**config.mk**
```make
export PLATFORM = sky130hd
export DESIGN_NAME = runway_scheduler
export DESIGN_NICKNAME = d
export VERILOG_FILES = /design/src/rtl/runway_scheduler_pkg.sv /design/src/rtl/runway_scheduler_fifo.sv /design/src/rtl/runway_scheduler.sv
export SDC_FILE = /design/constraint.sdc
export NUM_CORES = 1
export LEC_CHECK = 0
export ABC_CLOCK_PERIOD_IN_PS = 3350
export CORE_MARGIN = 1.5
export CORE_UTILIZATION = 55
export DETAILED_ROUTE_END_ITERATION = 16
export PLACE_DENSITY = 0.76
export SLEW_MARGIN = 20
export SYNTH_ARGS = -nofsm -noshare
export SYNTH_HDL_FRONTEND = slang
export SYNTH_HIERARCHICAL = 1
export SYNTH_SLANG_ARGS = --single-unit
```
**constraint.sdc**
```tcl
create_clock -name clock -period 3.35 [get_ports clock]
set_clock_uncertainty 0.2 [all_clocks]
set_input_delay 0.335 -clock clock [delete_from_list [all_inputs] [get_ports clock]]
set_output_delay 0.335 -clock clock [all_outputs]
set_load 0.02 [all_outputs]
```
**src/rtl/runway_scheduler_pkg.sv**
```systemverilog
// Shared types for the runway scheduler: request encoding, FSM states, queued request word.
package BobATC;

  localparam int unsigned PLANE_ID_W = 4;
  localparam int unsigned RUNWAY_N   = 2;

  typedef enum logic {
    TAKEOFF = 1'b0,
    LANDING = 1'b1
  } req_type_t;

  typedef enum logic [1:0] {
    IDLE   = 2'd0,
    UNLOCK = 2'd1,
    LOCK   = 2'd2,
    SETTLE = 2'd3
  } sched_state_t;

  typedef struct packed {
    logic [PLANE_ID_W-1:0] plane_id;
    req_type_t             req_type;
  } sched_req_t;

endpackage

```
**src/rtl/runway_scheduler_fifo.sv**
```systemverilog
// Synchronous FIFO holding pending requests of one type; head is visible without popping.
module sched_fifo #(
  parameter int unsigned DEPTH = 4,
  parameter int unsigned WIDTH = 8
) (
  input  logic             clock,
  input  logic             reset_n,
  input  logic             push,
  input  logic [WIDTH-1:0] wdata,
  input  logic             pop,
  output logic [WIDTH-1:0] rdata_c,
  output logic             empty_c,
  output logic             full_c
);

  localparam int unsigned PTR_W = (DEPTH > 1) ? $clog2(DEPTH) : 1;
  localparam int unsigned CNT_W = $clog2(DEPTH) + 1;

  logic [WIDTH-1:0] mem_q [DEPTH];
  logic [PTR_W-1:0] wr_ptr_q, wr_ptr_d;
  logic [PTR_W-1:0] rd_ptr_q, rd_ptr_d;
  logic [CNT_W-1:0] cnt_q, cnt_d;
  logic             push_c, pop_c;

  assign empty_c = (cnt_q == '0);
  assign full_c  = (cnt_q == CNT_W'(DEPTH));
  assign rdata_c = mem_q[rd_ptr_q];
  assign push_c  = push && !full_c;
  assign pop_c   = pop && !empty_c;

  // Pointer and occupancy update; pointers wrap naturally since DEPTH is a power of 2
  always_comb begin
    wr_ptr_d = wr_ptr_q;
    rd_ptr_d = rd_ptr_q;
    if (push_c) wr_ptr_d = wr_ptr_q + PTR_W'(1);
    if (pop_c)  rd_ptr_d = rd_ptr_q + PTR_W'(1);
    cnt_d = cnt_q + CNT_W'(push_c) - CNT_W'(pop_c);
  end

  // Control registers with synchronous reset
  always_ff @(posedge clock) begin
    if (!reset_n) begin
      wr_ptr_q <= '0;
      rd_ptr_q <= '0;
      cnt_q    <= '0;
    end else begin
      wr_ptr_q <= wr_ptr_d;
      rd_ptr_q <= rd_ptr_d;
      cnt_q    <= cnt_d;
    end
  end

  // Storage array; contents are don't-care while the entry is not occupied
  always_ff @(posedge clock) begin
    if (push_c) mem_q[wr_ptr_q] <= wdata;
  end

endmodule

```
**src/rtl/runway_scheduler.sv**
```systemverilog
// Runway scheduler: queues landing/takeoff requests, grants runways with landing priority
// and a takeoff starvation guard, and validates runway-clear reports before unlocking.
module runway_scheduler
  import BobATC::*;
#(
  parameter int unsigned QUEUE_DEPTH     = 4,
  parameter int unsigned MAX_LAND_STREAK = 3
) (
  input  logic                  clock,
  input  logic                  reset_n,
  input  logic                  req_valid,
  output logic                  req_ready,
  input  logic [PLANE_ID_W-1:0] req_plane_id,
  input  logic                  req_type,
  input  logic                  done_valid,
  output logic                  done_ready,
  input  logic [PLANE_ID_W-1:0] done_plane_id,
  input  logic                  done_runway_id,
  input  logic [RUNWAY_N-1:0]   runway_active,
  output logic                  rw_lock,
  output logic                  rw_unlock,
  output logic [PLANE_ID_W-1:0] rw_plane_id,
  output logic                  rw_runway_id,
  output logic                  grant_valid,
  output logic [PLANE_ID_W-1:0] grant_plane_id,
  output logic                  grant_runway_id,
  output logic                  grant_type,
  output logic                  err_bad_done
);

  localparam int unsigned REQ_W    = $bits(sched_req_t);
  localparam int unsigned STREAK_W = $clog2(MAX_LAND_STREAK + 1);

  sched_state_t          state_q, state_d;
  logic                  rw_lock_q, rw_lock_d;
  logic                  rw_unlock_q, rw_unlock_d;
  logic [PLANE_ID_W-1:0] rw_plane_q, rw_plane_d;
  logic                  rw_runway_q, rw_runway_d;
  req_type_t             grant_type_q, grant_type_d;
  logic                  err_bad_done_q, err_bad_done_d;
  logic                  done_full_q, done_full_d;
  logic [PLANE_ID_W-1:0] done_plane_q, done_plane_d;
  logic                  done_runway_q, done_runway_d;
  logic [RUNWAY_N-1:0]   owner_vld_q, owner_vld_d;
  logic [PLANE_ID_W-1:0] owner_id_q [RUNWAY_N];
  logic [PLANE_ID_W-1:0] owner_id_d [RUNWAY_N];
  logic [STREAK_W-1:0]   streak_q, streak_d;

  sched_req_t req_word_c, land_head_c, take_head_c;
  logic       land_empty_c, land_full_c, take_empty_c, take_full_c;
  logic       push_land_c, push_take_c, pop_land_c, pop_take_c;
  logic       done_acc_c, done_ok_c, any_free_c, free_idx_c, pick_land_c;

  assign req_ready   = req_type ? !land_full_c : !take_full_c;
  assign done_ready  = !done_full_q;
  assign req_word_c  = '{plane_id: req_plane_id, req_type: req_type_t'(req_type)};
  assign push_land_c = req_valid && req_ready && req_type;
  assign push_take_c = req_valid && req_ready && !req_type;
  assign pop_land_c  = (state_q == LOCK) && (grant_type_q == LANDING);
  assign pop_take_c  = (state_q == LOCK) && (grant_type_q == TAKEOFF);

  assign done_acc_c  = done_valid && done_ready;
  assign done_ok_c   = owner_vld_q[done_runway_id] && (owner_id_q[done_runway_id] == done_plane_id);

  // Lowest-index free runway; landing wins unless a waiting takeoff has hit the streak limit
  assign any_free_c  = !(&runway_active);
  assign free_idx_c  = runway_active[0];
  assign pick_land_c = !land_empty_c &&
                       !(!take_empty_c && (streak_q == STREAK_W'(MAX_LAND_STREAK)));

  assign rw_lock         = rw_lock_q;
  assign rw_unlock       = rw_unlock_q;
  assign rw_plane_id     = rw_plane_q;
  assign rw_runway_id    = rw_runway_q;
  assign grant_valid     = rw_lock_q;
  assign grant_plane_id  = rw_plane_q;
  assign grant_runway_id = rw_runway_q;
  assign grant_type      = grant_type_q;
  assign err_bad_done    = err_bad_done_q;

  sched_fifo #(.DEPTH(QUEUE_DEPTH), .WIDTH(REQ_W)) u_land_fifo (
    .clock   (clock),
    .reset_n (reset_n),
    .push    (push_land_c),
    .wdata   (req_word_c),
    .pop     (pop_land_c),
    .rdata_c (land_head_c),
    .empty_c (land_empty_c),
    .full_c  (land_full_c)
  );

  sched_fifo #(.DEPTH(QUEUE_DEPTH), .WIDTH(REQ_W)) u_take_fifo (
    .clock   (clock),
    .reset_n (reset_n),
    .push    (push_take_c),
    .wdata   (req_word_c),
    .pop     (pop_take_c),
    .rdata_c (take_head_c),
    .empty_c (take_empty_c),
    .full_c  (take_full_c)
  );

  // Next state and next registered outputs; decisions taken in IDLE show up one cycle later
  always_comb begin
    state_d      = state_q;
    rw_lock_d    = 1'b0;
    rw_unlock_d  = 1'b0;
    rw_plane_d   = rw_plane_q;
    rw_runway_d  = rw_runway_q;
    grant_type_d = grant_type_q;
    case (state_q)
      IDLE: begin
        if (done_full_q) begin
          state_d     = UNLOCK;
          rw_unlock_d = 1'b1;
          rw_plane_d  = done_plane_q;
          rw_runway_d = done_runway_q;
        end else if (any_free_c && (!land_empty_c || !take_empty_c)) begin
          state_d      = LOCK;
          rw_lock_d    = 1'b1;
          rw_runway_d  = free_idx_c;
          rw_plane_d   = pick_land_c ? land_head_c.plane_id : take_head_c.plane_id;
          grant_type_d = pick_land_c ? land_head_c.req_type : take_head_c.req_type;
        end
      end
      UNLOCK:  state_d = SETTLE;
      LOCK:    state_d = SETTLE;
      SETTLE:  state_d = IDLE;
      default: state_d = IDLE;
    endcase
  end

  // Done holding register, owner table and landing streak bookkeeping
  always_comb begin
    done_full_d    = done_full_q;
    done_plane_d   = done_plane_q;
    done_runway_d  = done_runway_q;
    err_bad_done_d = 1'b0;
    owner_vld_d    = owner_vld_q;
    owner_id_d     = owner_id_q;
    streak_d       = streak_q;

    if (state_q == UNLOCK) begin
      done_full_d              = 1'b0;
      owner_vld_d[rw_runway_q] = 1'b0;
    end
    if (state_q == LOCK) begin
      owner_vld_d[rw_runway_q] = 1'b1;
      owner_id_d[rw_runway_q]  = rw_plane_q;
    end

    if (done_acc_c) begin
      if (done_ok_c) begin
        done_full_d   = 1'b1;
        done_plane_d  = done_plane_id;
        done_runway_d = done_runway_id;
      end else begin
        err_bad_done_d = 1'b1;
      end
    end

    if (take_empty_c) begin
      streak_d = '0;
    end else if (state_q == LOCK) begin
      if (grant_type_q == TAKEOFF) begin
        streak_d = '0;
      end else if (streak_q < STREAK_W'(MAX_LAND_STREAK)) begin
        streak_d = streak_q + STREAK_W'(1);
      end
    end
  end

  // State and output registers with synchronous active-low reset
  always_ff @(posedge clock) begin
    if (!reset_n) begin
      state_q        <= IDLE;
      rw_lock_q      <= 1'b0;
      rw_unlock_q    <= 1'b0;
      rw_plane_q     <= '0;
      rw_runway_q    <= 1'b0;
      grant_type_q   <= TAKEOFF;
      err_bad_done_q <= 1'b0;
      done_full_q    <= 1'b0;
      done_plane_q   <= '0;
      done_runway_q  <= 1'b0;
      owner_vld_q    <= '0;
      owner_id_q     <= '{default: '0};
      streak_q       <= '0;
    end else begin
      state_q        <= state_d;
      rw_lock_q      <= rw_lock_d;
      rw_unlock_q    <= rw_unlock_d;
      rw_plane_q     <= rw_plane_d;
      rw_runway_q    <= rw_runway_d;
      grant_type_q   <= grant_type_d;
      err_bad_done_q <= err_bad_done_d;
      done_full_q    <= done_full_d;
      done_plane_q   <= done_plane_d;
      done_runway_q  <= done_runway_d;
      owner_vld_q    <= owner_vld_d;
      owner_id_q     <= owner_id_d;
      streak_q       <= streak_d;
    end
  end

endmodule

```
==> results of run 1 <==
[path summary, 6_finish.rpt]
kind                                              to       startpoint
worst max-delay path            u_land_fifo/cnt_q[2]       state_q[0]
worst min-delay path                 done_plane_q[2]  done_plane_q[2]
worst max register to register  u_land_fifo/cnt_q[2]       state_q[0]
worst min register to register       done_plane_q[2]  done_plane_q[2]
[state kept, by name, indices dropped and copies added, names as in the netlist, 3 cells and up, named ones only]
register           cells
u_take_fifo/mem_q     20
grant_plane_id         4
done_plane_q           4
u_take_fifo/cnt_q      3
owner_id_q             8
u_land_fifo/mem_q     20
u_land_fifo/cnt_q      3
[per-stage QoR]
stage,total power [mW],util
floorplan,2.06,-
global placement,2.31,0.623
detailed placement,2.34,0.623
CTS,2.97,0.648
global route,3.13,0.648
finish,2.94,0.648
[area by class of cell]
type / instances / area, um2 / share of cell area
tap: 96 / 120 / 0.0271
timing repair buffer: 35 / 343 / 0.0774
inverter: 20 / 75.1 / 0.0170
clock inverter: 7 / 48.8 / 0.0110
clock buffer: 9 / 124 / 0.0280
sequential: 87 / 2140 / 0.484
multi-input combinational: 201 / 1570 / 0.356
[per-layer routing]
layer  global-route usage  wire [um]  vias up
met1                0.263       3180     1128
li1                     -          -     1190
met2                0.315       3270       33
met4               0.0693        107        0
met3               0.0540        194        9
met5                    0          0        -
[critical path, delay by kind of cell (launching register included)]
kind                     cells  cell delay, ns
adder cells (fa/ha/maj)      4            1.12
AND/OR/NAND/NOR              3            0.52
flip-flops                   1            0.32
XOR/XNOR                     2            0.28
buffers and inverters        3            0.27
[cells in the mapped netlist, drive strengths merged]
master    n  area (um2)
o21a      2        15.0
nor2     13        48.8
a211oi    4        30.0
nand2b    5        31.3
a22oi     3        22.5
and2     15        93.8
fa        2        40.0
dfxtp    47         941
mux2      4        45.0
nor3      3        25.0
clkbuf    8        30.0
edfxtp   40        1200
xor2      7        61.3
a21boi    2        15.0
o211ai    4        30.0
and3      2        12.5
or3       2        12.5
o21ai     9        45.0
nand2    41         154
a21oi    12        60.1
a21o      1        7.51
nor2b     7        43.8
inv      19        71.3
nand4     1        6.26
nand4bb   2        22.5
ha       17         213
clkinv    1        3.75
xnor2     2        17.5
o32ai     1        8.76
nor3b     5        58.8
mux2i    19         190
mux4     10         225
buf      11        76.3
and4      1        10.0
nand3     4        20.0
a211o     1        8.76
[cells in the final DEF (no fill, tap or decap), types with 2 or more instances in the layout]
| cell type | n |
|---|---|
| and2_1 | 15 |
| nand2b_1 | 5 |
| buf_4 | 3 |
| a21oi_1 | 12 |
| a22oi_1 | 3 |
| nor2b_1 | 7 |
| inv_1 | 19 |
| xor2_1 | 7 |
| nor3_2 | 2 |
| a21boi_1 | 2 |
| xnor2_1 | 2 |
| nor3b_2 | 2 |
| dfxtp_1 | 47 |
| clkdlybuf4s50_1 | 32 |
| ha_1 | 17 |
| o211ai_1 | 4 |
| o21a_1 | 2 |
| clkinvlp_4 | 3 |
| nor3b_1 | 2 |
| nand3_1 | 4 |
| nand2_1 | 41 |
| clkbuf_8 | 9 |
| a211oi_1 | 4 |
| nand4bb_1 | 2 |
| o21ai_0 | 9 |
| and3_1 | 2 |
| clkinv_1 | 2 |
| mux2_2 | 4 |
| mux4_2 | 10 |
| edfxtp_1 | 40 |
| nor2_1 | 13 |
| fa_1 | 2 |
| or3_1 | 2 |
| mux2i_1 | 19 |
[logic make-up (layout without fill, tap and decap cells)]
kind of cell | count (synthesis) | in the layout | synth area share
xor gates and xnor gates | 9 | 9 | 0.0202
muxes | 33 | 33 | 0.118
and+or+nand+nor | 101 | 101 | 0.138
AOI/OAI and AO/OA | 39 | 39 | 0.0623
DFF | 87 | 87 | 0.550
adders and majority gates | 19 | 19 | 0.0648
buffers and inverters | 39 | 71 | 0.0465
[power by group through the flow]
stage,clock network [mW],logic (mW),registers (mW)
floorplan,0,0.682,1.38
global placement,0,0.927,1.38
detailed placement,0,0.947,1.39
CTS,0.657,0.954,1.36
global route,0.693,1.06,1.38
finish,0.637,0.944,1.36
==> metrics, run 1 <==
placed insts=439; net switching power=0.992 mW; clock power share=0.216; slowest CP cell=ha_1; I/O Buffers=32; pre-CTS WS=0.315 ns; crit-path max cell delay=0.41 ns; R2R Setup Slk=0.56 ns; GR Overflow Total=0; Power Internal=1.95 mW; Fill cells=555; CP Class=register to register; final hold violations=0; post-route minimum period=2.79 ns; clock buffer depth=2; final worst slack=0.557 ns; Synth Net Count=362; cells on worst reg2reg path=12; critical-path cell list=inv_1 > ha_1 > nand2_1 > inv_1 > nor2b_1 > ha_1 > inv_1 > ha_1 > fa_1 > xor2_1 > xnor2_1 > and2_1; syn_area_per_cell=11.9 um2; Gate power share=0.321; share of cells above drive strength 1=0.106; Post-route DRC=0; Post-CTS Hold Fix Bufs=0; register area share after synthesis=0.550; Slew @ Worst Pin=0.735 ns; first-pass GRT wire length=11300 um; Die Ht=87.2 um; DIE AREA=7600 um2; Max FO, Critical Path=11; ratio of total power to cell area=665 nW/um2; largest net degree at the start of global routing=24; final setup fails=0; vias in the first global route=2366; CTS tree=built; CP arrival=2.84 ns; num ports=33; final cell count without fillers=455; post-CTS setup buffers=0; Synth warnings=6; hpwl dp=5000 um; Worst EP required=3.39 ns; Reg power frac=0.463; CTS Sinks=87; Design Area, Final=4430 um2; gr usage total=0.198; Core Area=6830 um2; post_cts resized=0; DR vias/cell=5.19; Starting Density=0.571; sw frac=0.337; Max rail drop VDD=376 uV; nets@finish=389; root buffer cell=clkbuf_8; final wirelength=6750 um; H-tree levels=3; outcome=completed; first-pass iteration count of the detailed router=5; Clock transition at path regs=0.08 ns; DR iter-0 viols=137; Num CTS Buffers=9; initial antenna violation count=0; Hold Crit Class=register to register; max_slew headroom=0.510; hold path depth=2; Critical Path Source Type=register; die width=87.2 um; DR WL/cell=14.8 um; WHS=0.257 ns; CP endpoint kind=register; synthesized instance count=327; fin crit share=0.834; Area Overhead vs Synth=13.6%; f_max=358 MHz; Leak=1.59 nW; worst skew pair latency=0.35 ns; Final ANT Viol Nets=0; routed vias=2360; FF+latch count, synth=87; # rows=30; RSZ-0062 raised after global routing=no; Setup TNS=0 ns; Slew Viols, Final=0; area of the mapped netlist=3900 um2; Max-cap violations=0; library cells used by synthesis=41; Area after DPL=4250 um2; Ant. Diodes=0; Placer Congestion=0.772
Power figures use the tool's default switching activity.
==> inputs of run 2 (changes only) <==
- ABC_CLOCK_PERIOD_IN_PS: 3350 -> 2800
- clock period: 3.35 -> 2.8 ns (I/O delays scaled with it)
==> run 2 against run 1 <==
Against the previous run: worst hold slack about the same; setup slack got worse by 0.39 ns; cell count increased by 0.66%; core utilization increased by 1.3 points; flip-flop and latch count unchanged; clock-buffer cell count increased by 5; critical path depth unchanged; register-to-register slack got worse by 0.39 ns.
==> metrics, run 2 (synthesized netlist as in run 1, its figures left out) <==
Max-cap violations=0; CTS tree=built; ratio of total power to cell area=826 nW/um2; Largest regs=u_land_fifo/mem_q x20, u_take_fifo/mem_q x20, owner_id_q x8; root buffer cell=clkbuf_8; Post-CTS Hold Fix Bufs=0; DIE AREA=7600 um2; CP endpoint kind=register; Num CTS Buffers=9; Reg-to-Reg End=u_land_fifo/cnt_q[2]; Fill cells=522; final setup fails=0; slowest CP cell=fa_1; max_slew headroom=0.559; DR WL/cell=14.9 um; Worst Hold End=owner_id_q[0]; Die Ht=87.2 um; Final ANT Viol Nets=0; Design Area, Final=4520 um2; nets@finish=392; fin crit share=0.941; first-pass iteration count of the detailed router=4; Clock transition at path regs=0.09 ns; f_max=379 MHz; Ant. Diodes=0; Slew @ Worst Pin=0.661 ns; share of cells above drive strength 1=0.127; # rows=30; hold path depth=2; final hold violations=0; Post-route DRC=0; HP Start=owner_id_q[0]; R2R Setup Slk=0.16 ns; largest net degree at the start of global routing=31; post_cts resized=0; Area after DPL=4280 um2; Critical Path Source Type=register; initial antenna violation count=0; Core Area=6830 um2; CTS Sinks=87; H-tree levels=3; Placer Congestion=0.780; most common library cell in the layout ignoring fill and taps=dfxtp_1; cells on worst reg2reg path=12; die width=87.2 um; hpwl dp=5060 um; CP arrival=2.67 ns; worst skew pair latency=0.34 ns; first-pass GRT wire length=11300 um; RSZ-0062 raised after global routing=no; Area Overhead vs Synth=15.9%; post-CTS setup buffers=0; Leak=1.65 nW; Starting Density=0.571; WP buf/inv=3; DR vias/cell=5.27; outcome=completed; Setup TNS=0 ns; reg-to-reg startpoint=state_q[0]; DR iter-0 viols=162; Worst EP required=2.83 ns; most frequent cells in the layout=dfxtp_1 (47), nand2_1 (40), edfxtp_1 (40), clkdlybuf4s50_1 (32); GR Overflow Total=0; crit-path max cell delay=0.39 ns; Slew Viols, Final=0; final wirelength=6830 um; Max FO, Critical Path=4; CP Class=register to register; post-route minimum period=2.64 ns; CP delay by family, top=adder cells; Hold Crit Class=register to register; vias in the first global route=2436; cell mode on critical path=inv_1; critical-path cell list=inv_1 > ha_2 > nand2_2 > inv_1 > nor2b_2 > ha_1 > inv_1 > ha_1 > fa_1 > xor2_1 > xnor2_1 > and2_1; gr usage total=0.197; WHS=0.257 ns; num ports=33; routed vias=2412; Max rail drop VDD=486 uV; I/O Buffers=32; clock buffer depth=2
[run 2: worst min-delay path: cells and delay by family, from the launching register on]
kind / cells / cell delay [ns]
flops: 1 / 0.32
compound gates: 1 / 0.05
simple gates: 1 / 0.05
[run 2: layout make-up]
| class | instances | area [um2] | area share |
|---|---|---|---|
| clock inverters | 2 | 15.0 | 0.00332 |
| multi-input cells | 201 | 1580 | 0.351 |
| flip-flops and latches | 87 | 2140 | 0.474 |
| repair buffers | 38 | 365 | 0.0809 |
| inverters | 20 | 75.1 | 0.0166 |
| clock buffers | 14 | 215 | 0.0476 |
| well taps | 96 | 120 | 0.0266 |
[run 2: how the worst max path moves through the flow]
stage                           from                    to  slack, ns  cells after the start
after floorplan           state_q[0]  u_take_fifo/cnt_q[2]       0.14                     12
after global placement     req_valid  u_take_fifo/cnt_q[2]       0.06                     11
after detailed placement   req_valid  u_take_fifo/cnt_q[2]      -0.01                     11
after CTS                 state_q[0]  u_land_fifo/cnt_q[2]       0.09                     12
after global routing      state_q[0]  u_land_fifo/cnt_q[2]       0.02                     12
final                     state_q[0]  u_land_fifo/cnt_q[2]       0.16                     12
[run 2: stage by stage]
step | instances | setup WS [ns] | util | total power, mW
finish | 458 | 0.164 | 0.661 | 3.73
global route | 458 | 0.0152 | 0.661 | 3.94
CTS | 458 | 0.0942 | 0.660 | 3.75
detailed placement | 442 | -0.0130 | 0.626 | 2.82
global placement | 442 | 0.0622 | 0.626 | 2.78
floorplan | 327 | 0.145 | - | 2.46
[run 2: per-layer routing]
layer | share of wire | GRT usage | vias up | wire length, um
met3 | 0.048 | 0.0294 | 7 | 328
met5 | 0 | 0 | - | 0
met4 | 0.014 | 0.0823 | 0 | 93
met2 | 0.48 | 0.318 | 51 | 3310
met1 | 0.45 | 0.268 | 1159 | 3100
li1 | - | - | 1195 | -
[run 2: power by group]
group	switching, mW	internal [mW]
registers	0.151	1.48
clock network	0.425	0.506
logic	0.612	0.558
==> inputs of run 3 (changes only) <==
- CORE_MARGIN: 1.5 -> default
- HOLD_SLACK_MARGIN: default -> 0.03
- SETUP_SLACK_MARGIN: default -> 0.02
==> run 3 against run 2 <==
Against the previous run: worst hold slack improved by 0.0013 ns; clock power decreased by 9.5%; global-route usage is 0.57 points higher; design area fell by 0.97%; cell count stayed put; via count is essentially flat; register-to-register slack worse by 0.02 ns; power shrank 2.6%; core utilization down 0.64 points; sequential share of layout area up 0.46 points; setup slack got worse by 0.018 ns; highest routed layer unchanged.
==> metrics, run 3 (synthesized netlist as in run 1, its figures left out) <==
final worst slack=0.146 ns; WHS=0.258 ns; most frequent cells in the layout=dfxtp_1 (47), nand2_1 (41), edfxtp_1 (40), clkdlybuf4s50_1 (32); Final Util=0.655; Critical Path Source Type=register; most common library cell in the layout ignoring fill and taps=dfxtp_1; Placer Congestion=0.807; crit-path max cell delay=0.37 ns; Critical Path Source=state_q[0]; Max-cap violations=0; Ant. Diodes=0; post-route minimum period=2.65 ns; Clock transition at path regs=0.08 ns; slowest CP cell=fa_1; GR Overflow Total=0; nets@finish=392; Leak=1.63 nW; Slew @ Worst Pin=0.670 ns; first-pass GRT wire length=11200 um; gr usage total=0.203; routed vias=2410; pre-CTS WS=-0.0533 ns; worst skew pair latency=0.35 ns; hpwl dp=5060 um; clock buffer depth=2; final setup fails=0; Post-CTS Hold Fix Bufs=0; DR iter-0 viols=175; Max FO, Critical Path=4; DR WL/cell=15.0 um; f_max=377 MHz; Max rail drop VDD=521 uV; I/O Buffers=32; final wirelength=6870 um; final hold violations=0; CP arrival=2.70 ns; post_cts resized=0; CTS tree=built; outcome=completed; H-tree levels=3; HP Start=owner_id_q[2]; Starting Density=0.571; DR vias/cell=5.26; largest net degree at the start of global routing=36; Area Overhead vs Synth=14.8%; Core Area=6830 um2; die width=86.2 um; ratio of total power to cell area=812 nW/um2; Die Ht=86.2 um; root buffer cell=clkbuf_8; first-pass iteration count of the detailed router=4; CTS Sinks=87; fin crit share=0.948; # rows=30; CP Class=register to register; Num CTS Buffers=9; reg-to-reg startpoint=state_q[0]; post-CTS setup buffers=0; Hold Crit Class=register to register; critical-path cell list=inv_1 > ha_1 > nand2_1 > inv_1 > nor2b_1 > ha_1 > inv_1 > ha_1 > fa_1 > xor2_1 > xnor2_1 > and2_1; max_slew headroom=0.553; DIE AREA=7430 um2; initial antenna violation count=0; Slew Viols, Final=0; CP endpoint kind=register; vias in the first global route=2253; Post-route DRC=0; share of cells above drive strength 1=0.113; Largest regs=u_land_fifo/mem_q x20, u_take_fifo/mem_q x20, owner_id_q x8; num ports=33; Worst EP required=2.84 ns; Final ANT Viol Nets=0; RSZ-0062 raised after global routing=no
## run 3: final cells by class
class / count / area, um2
Fill cell: 559 / 2360
Sequential cell: 87 / 2140
Multi-Input combinational cell: 201 / 1570
Timing Repair Buffer: 38 / 365
Clock buffer: 14 / 185
Tap cell: 96 / 120
Inverter: 20 / 75.1
Clock inverter: 2 / 11.3
## run 3: routing by layer
| metal | share of wire | GRT usage |
|---|---|---|
| met5 | 0 | 0 |
| met4 | 0.0080 | 0.0682 |
| met3 | 0.044 | 0.0543 |
| met2 | 0.49 | 0.314 |
| met1 | 0.46 | 0.279 |
## run 3: critical path: cells and delay by family, from the launching register on
kind	cells	cell delay, ns
buffers and inverters	3	0.21
adders and majority gates	4	1.08
and+or+nand+nor	3	0.43
xor gates and xnor gates	2	0.29
DFF	1	0.34
## run 3: worst paths after layout
| check | slack, ns | depth (start not counted) | endpoint |
|---|---|---|---|
| min reg2reg | 0.26 | 2 | owner_id_q[2] |
| max | 0.15 | 12 | u_land_fifo/cnt_q[2] |
| max reg2reg | 0.15 | 12 | u_land_fifo/cnt_q[2] |
| min | 0.26 | 2 | owner_id_q[2] |
## run 3: power by group
group          internal [mW]  switching [mW]  leakage, nW
clock network          0.429           0.414        0.105
registers               1.48           0.148        0.745
logic                  0.554           0.608        0.785
total                   2.46            1.17         1.63
## run 3: metrics by stage
step	cells	area, um2	TNS, ns	total power [mW]
detailed placement	442	4280	-0.0805	2.83
finish	458	4470	0	3.63
global placement	442	4280	0	2.78
floorplan	327	3900	0	2.46
global route	458	4470	0	3.86
CTS	458	4470	0	3.66
==> variant (config.mk and constraints of run 3) <==
Make the reset (`reset_n`) asynchronous in 2 clocked blocks. Comments in the files are not updated.
--- a/src/rtl/runway_scheduler_fifo.sv
+++ b/src/rtl/runway_scheduler_fifo.sv
@@ -38,7 +38,7 @@
   end
 
   // Control registers with synchronous reset
-  always_ff @(posedge clock) begin
+  always_ff @(posedge clock or negedge reset_n) begin
     if (!reset_n) begin
       wr_ptr_q <= '0;
       rd_ptr_q <= '0;
--- a/src/rtl/runway_scheduler.sv
+++ b/src/rtl/runway_scheduler.sv
@@ -171,7 +171,7 @@
   end
 
   // State and output registers with synchronous active-low reset
-  always_ff @(posedge clock) begin
+  always_ff @(posedge clock or negedge reset_n) begin
     if (!reset_n) begin
       state_q        <= IDLE;
       rw_lock_q      <= 1'b0;
Function: differs if reset_n is asserted again (counterexample within 4 cycles, from zero or initial values and one cycle with reset_n low); with reset_n held inactive, the same outputs for 4 cycles.
==> variant against run 3 <==
  * Worst setup slack improved by 25 ps
  * Sequential cell count decreased by 4
  * Combinational power increased by 52%
  * Sequential power increased by 25%
  * Total power increased by 32%
  * Sequential share of layout area increased by 2.4 points
  * Routed wire length decreased by 2.5%
  * Highest routed layer unchanged
  * Final area increased by 1.3%
  * Clock power increased by 20%
  * Via count decreased by 7.9%
  * Count of clock-buffer cells in the layout decreased by 5
  * Area after synthesis decreased by 0.35%
==> variant: results (changes against run 3) <==
[outcome]
status=finished clean

[power]
p_sw_uw=1635  ; +40%
ir_drop_mv=0.6477  ; +24%
p_leak_uw=0.001882  ; +15%

[layout]
layout.area.seq_mm2=0.002277  ; +6.3%
buffers=40  ; +5.3%
layout.cells.non_filler=412  ; -10%
multi_input_area_share_pct=31.74  ; -3.4 points
fillCellCount=489  ; -13%
drive_above_1_share_pct=16.46  ; +5.1 points
nonClkBufAreaFrac_pct=8.398  ; +0.23 points
clockBufferCount=9  ; -5
clockNetworkAreaShare_pct=5.276  ; +0.88 points

[placement]
placed_cells=395  ; -11%
globalplace.congestion=0.7488  ; -7.2%
hpwl_mm=4.746  ; -6.2%
placed_area_mm2=0.004273  ; about the same

[logic_synthesis]
synthArstFlopShare_pct=51.81  ; +52 points
ys_types=45  ; +9.8%
synth_area_leaders=edfxtp_1, dfrtp_1, mux4_2
synth_nets=309  ; -15%
synth_cells=275  ; -16%
ys_seq_area_share_pct=58.63  ; +3.7 points
synth.top_cell.area_share_pct=30.93  ; +0.11 points

[global_route]
grt_pass1_vias=2296  ; +1.9%
track_usage_pct=20.41  ; +0.14 points
grt_util_met2_pct=34.63  ; +3.2 points
met1_usage_pct=25.92  ; -2.0 points
grt_first_pass_wirelength_mm=11.12  ; -0.68%

[setup_path]
crit_path_start=state_q[0]$_DFFE_PN0P_
crit_arrival_ps=2660  ; -40 ps
r2r_slack_ps=170  ; +30 ps
reg2reg_depth=11  ; -1
rr_endpoint=u_take_fifo/cnt_q[2]$_DFF_PN0_

[sta]
fin_crit_ps=2629  ; -25.34 ps
whs_ps=266.3  ; +7.907 ps
worstMarginPinSlew_ps=565.6  ; -104.0 ps

[hold_path]
hold_class=in -> async

[detailed_routing]
wl_mm=6.694  ; -2.5%
wl_met1_mm=3.004  ; -4.2%
wl_met2_mm=3.399  ; +0.74%
wl_met3_um=204  ; -32%

[die]
die_area_mm2=0.007401  ; -0.35%

==> variant: cell count changes in the layout (fill, tap and decap cells not counted), sizes merged, moves of 5 or more <==
cell / delta
clkbuf: -5
a22o: +5
mux2: +9
nand2: -20
nor2: -8
dfxtp: -47
and2: -13
mux2i: -10
dfrtp: +43
xnor2: +5
==> variant: worst max-delay path by stage <==
stage / cells after the start / end
2_1_floorplan: 9 / u_take_fifo/cnt_q[2]$_DFF_PN0_
3_3_place_gp: 9 / u_take_fifo/cnt_q[2]$_DFF_PN0_
3_5_place_dp: 9 / u_take_fifo/cnt_q[2]$_DFF_PN0_
4_1_cts: 9 / u_take_fifo/cnt_q[2]$_DFF_PN0_
5_1_grt: 11 / u_take_fifo/cnt_q[2]$_DFF_PN0_
6_report: 11 / u_take_fifo/cnt_q[2]$_DFF_PN0_
==> variant: cell families after synthesis <==
group           synth area share (%)
xor+xnor                       2.932
simple gates                   9.439
buf+inv                        4.478
fa+ha+maj                      6.186
compound gates                 5.960
mux                            12.37
flops                          58.63
==> variant: power by group through the flow <==
| stage | clock network, uW | registers, uW | logic, uW |
|---|---|---|---|
| after floorplan | 0 | 1930 | 1360 |
| after global placement | 0 | 2040 | 1710 |
| after detailed placement | 0 | 2070 | 1770 |
| after CTS | 1030 | 2040 | 1780 |
| after global routing | 1080 | 2100 | 1960 |
| final | 1010 | 2030 | 1760 |
==> variant: what timing repair did <==
item | CTS | global route
setup buffers | 0 | 0
resized for setup | 0 | 1
hold buffers | 1 | 0
endpoints found under the hold margin | 43 | 0
setup endpoints to repair | 0 | 1
==> variant: worst max-delay path, stage by stage (launching register included) <==
cell	delay (ps)
dfrtp_1	390
inv_1	110
ha_1	200
nor2b_1	330
o31ai_2	160
inv_1	90
ha_1	110
inv_1	40
ha_1	180
fa_1	380
xor2_1	180
xnor2_1	140
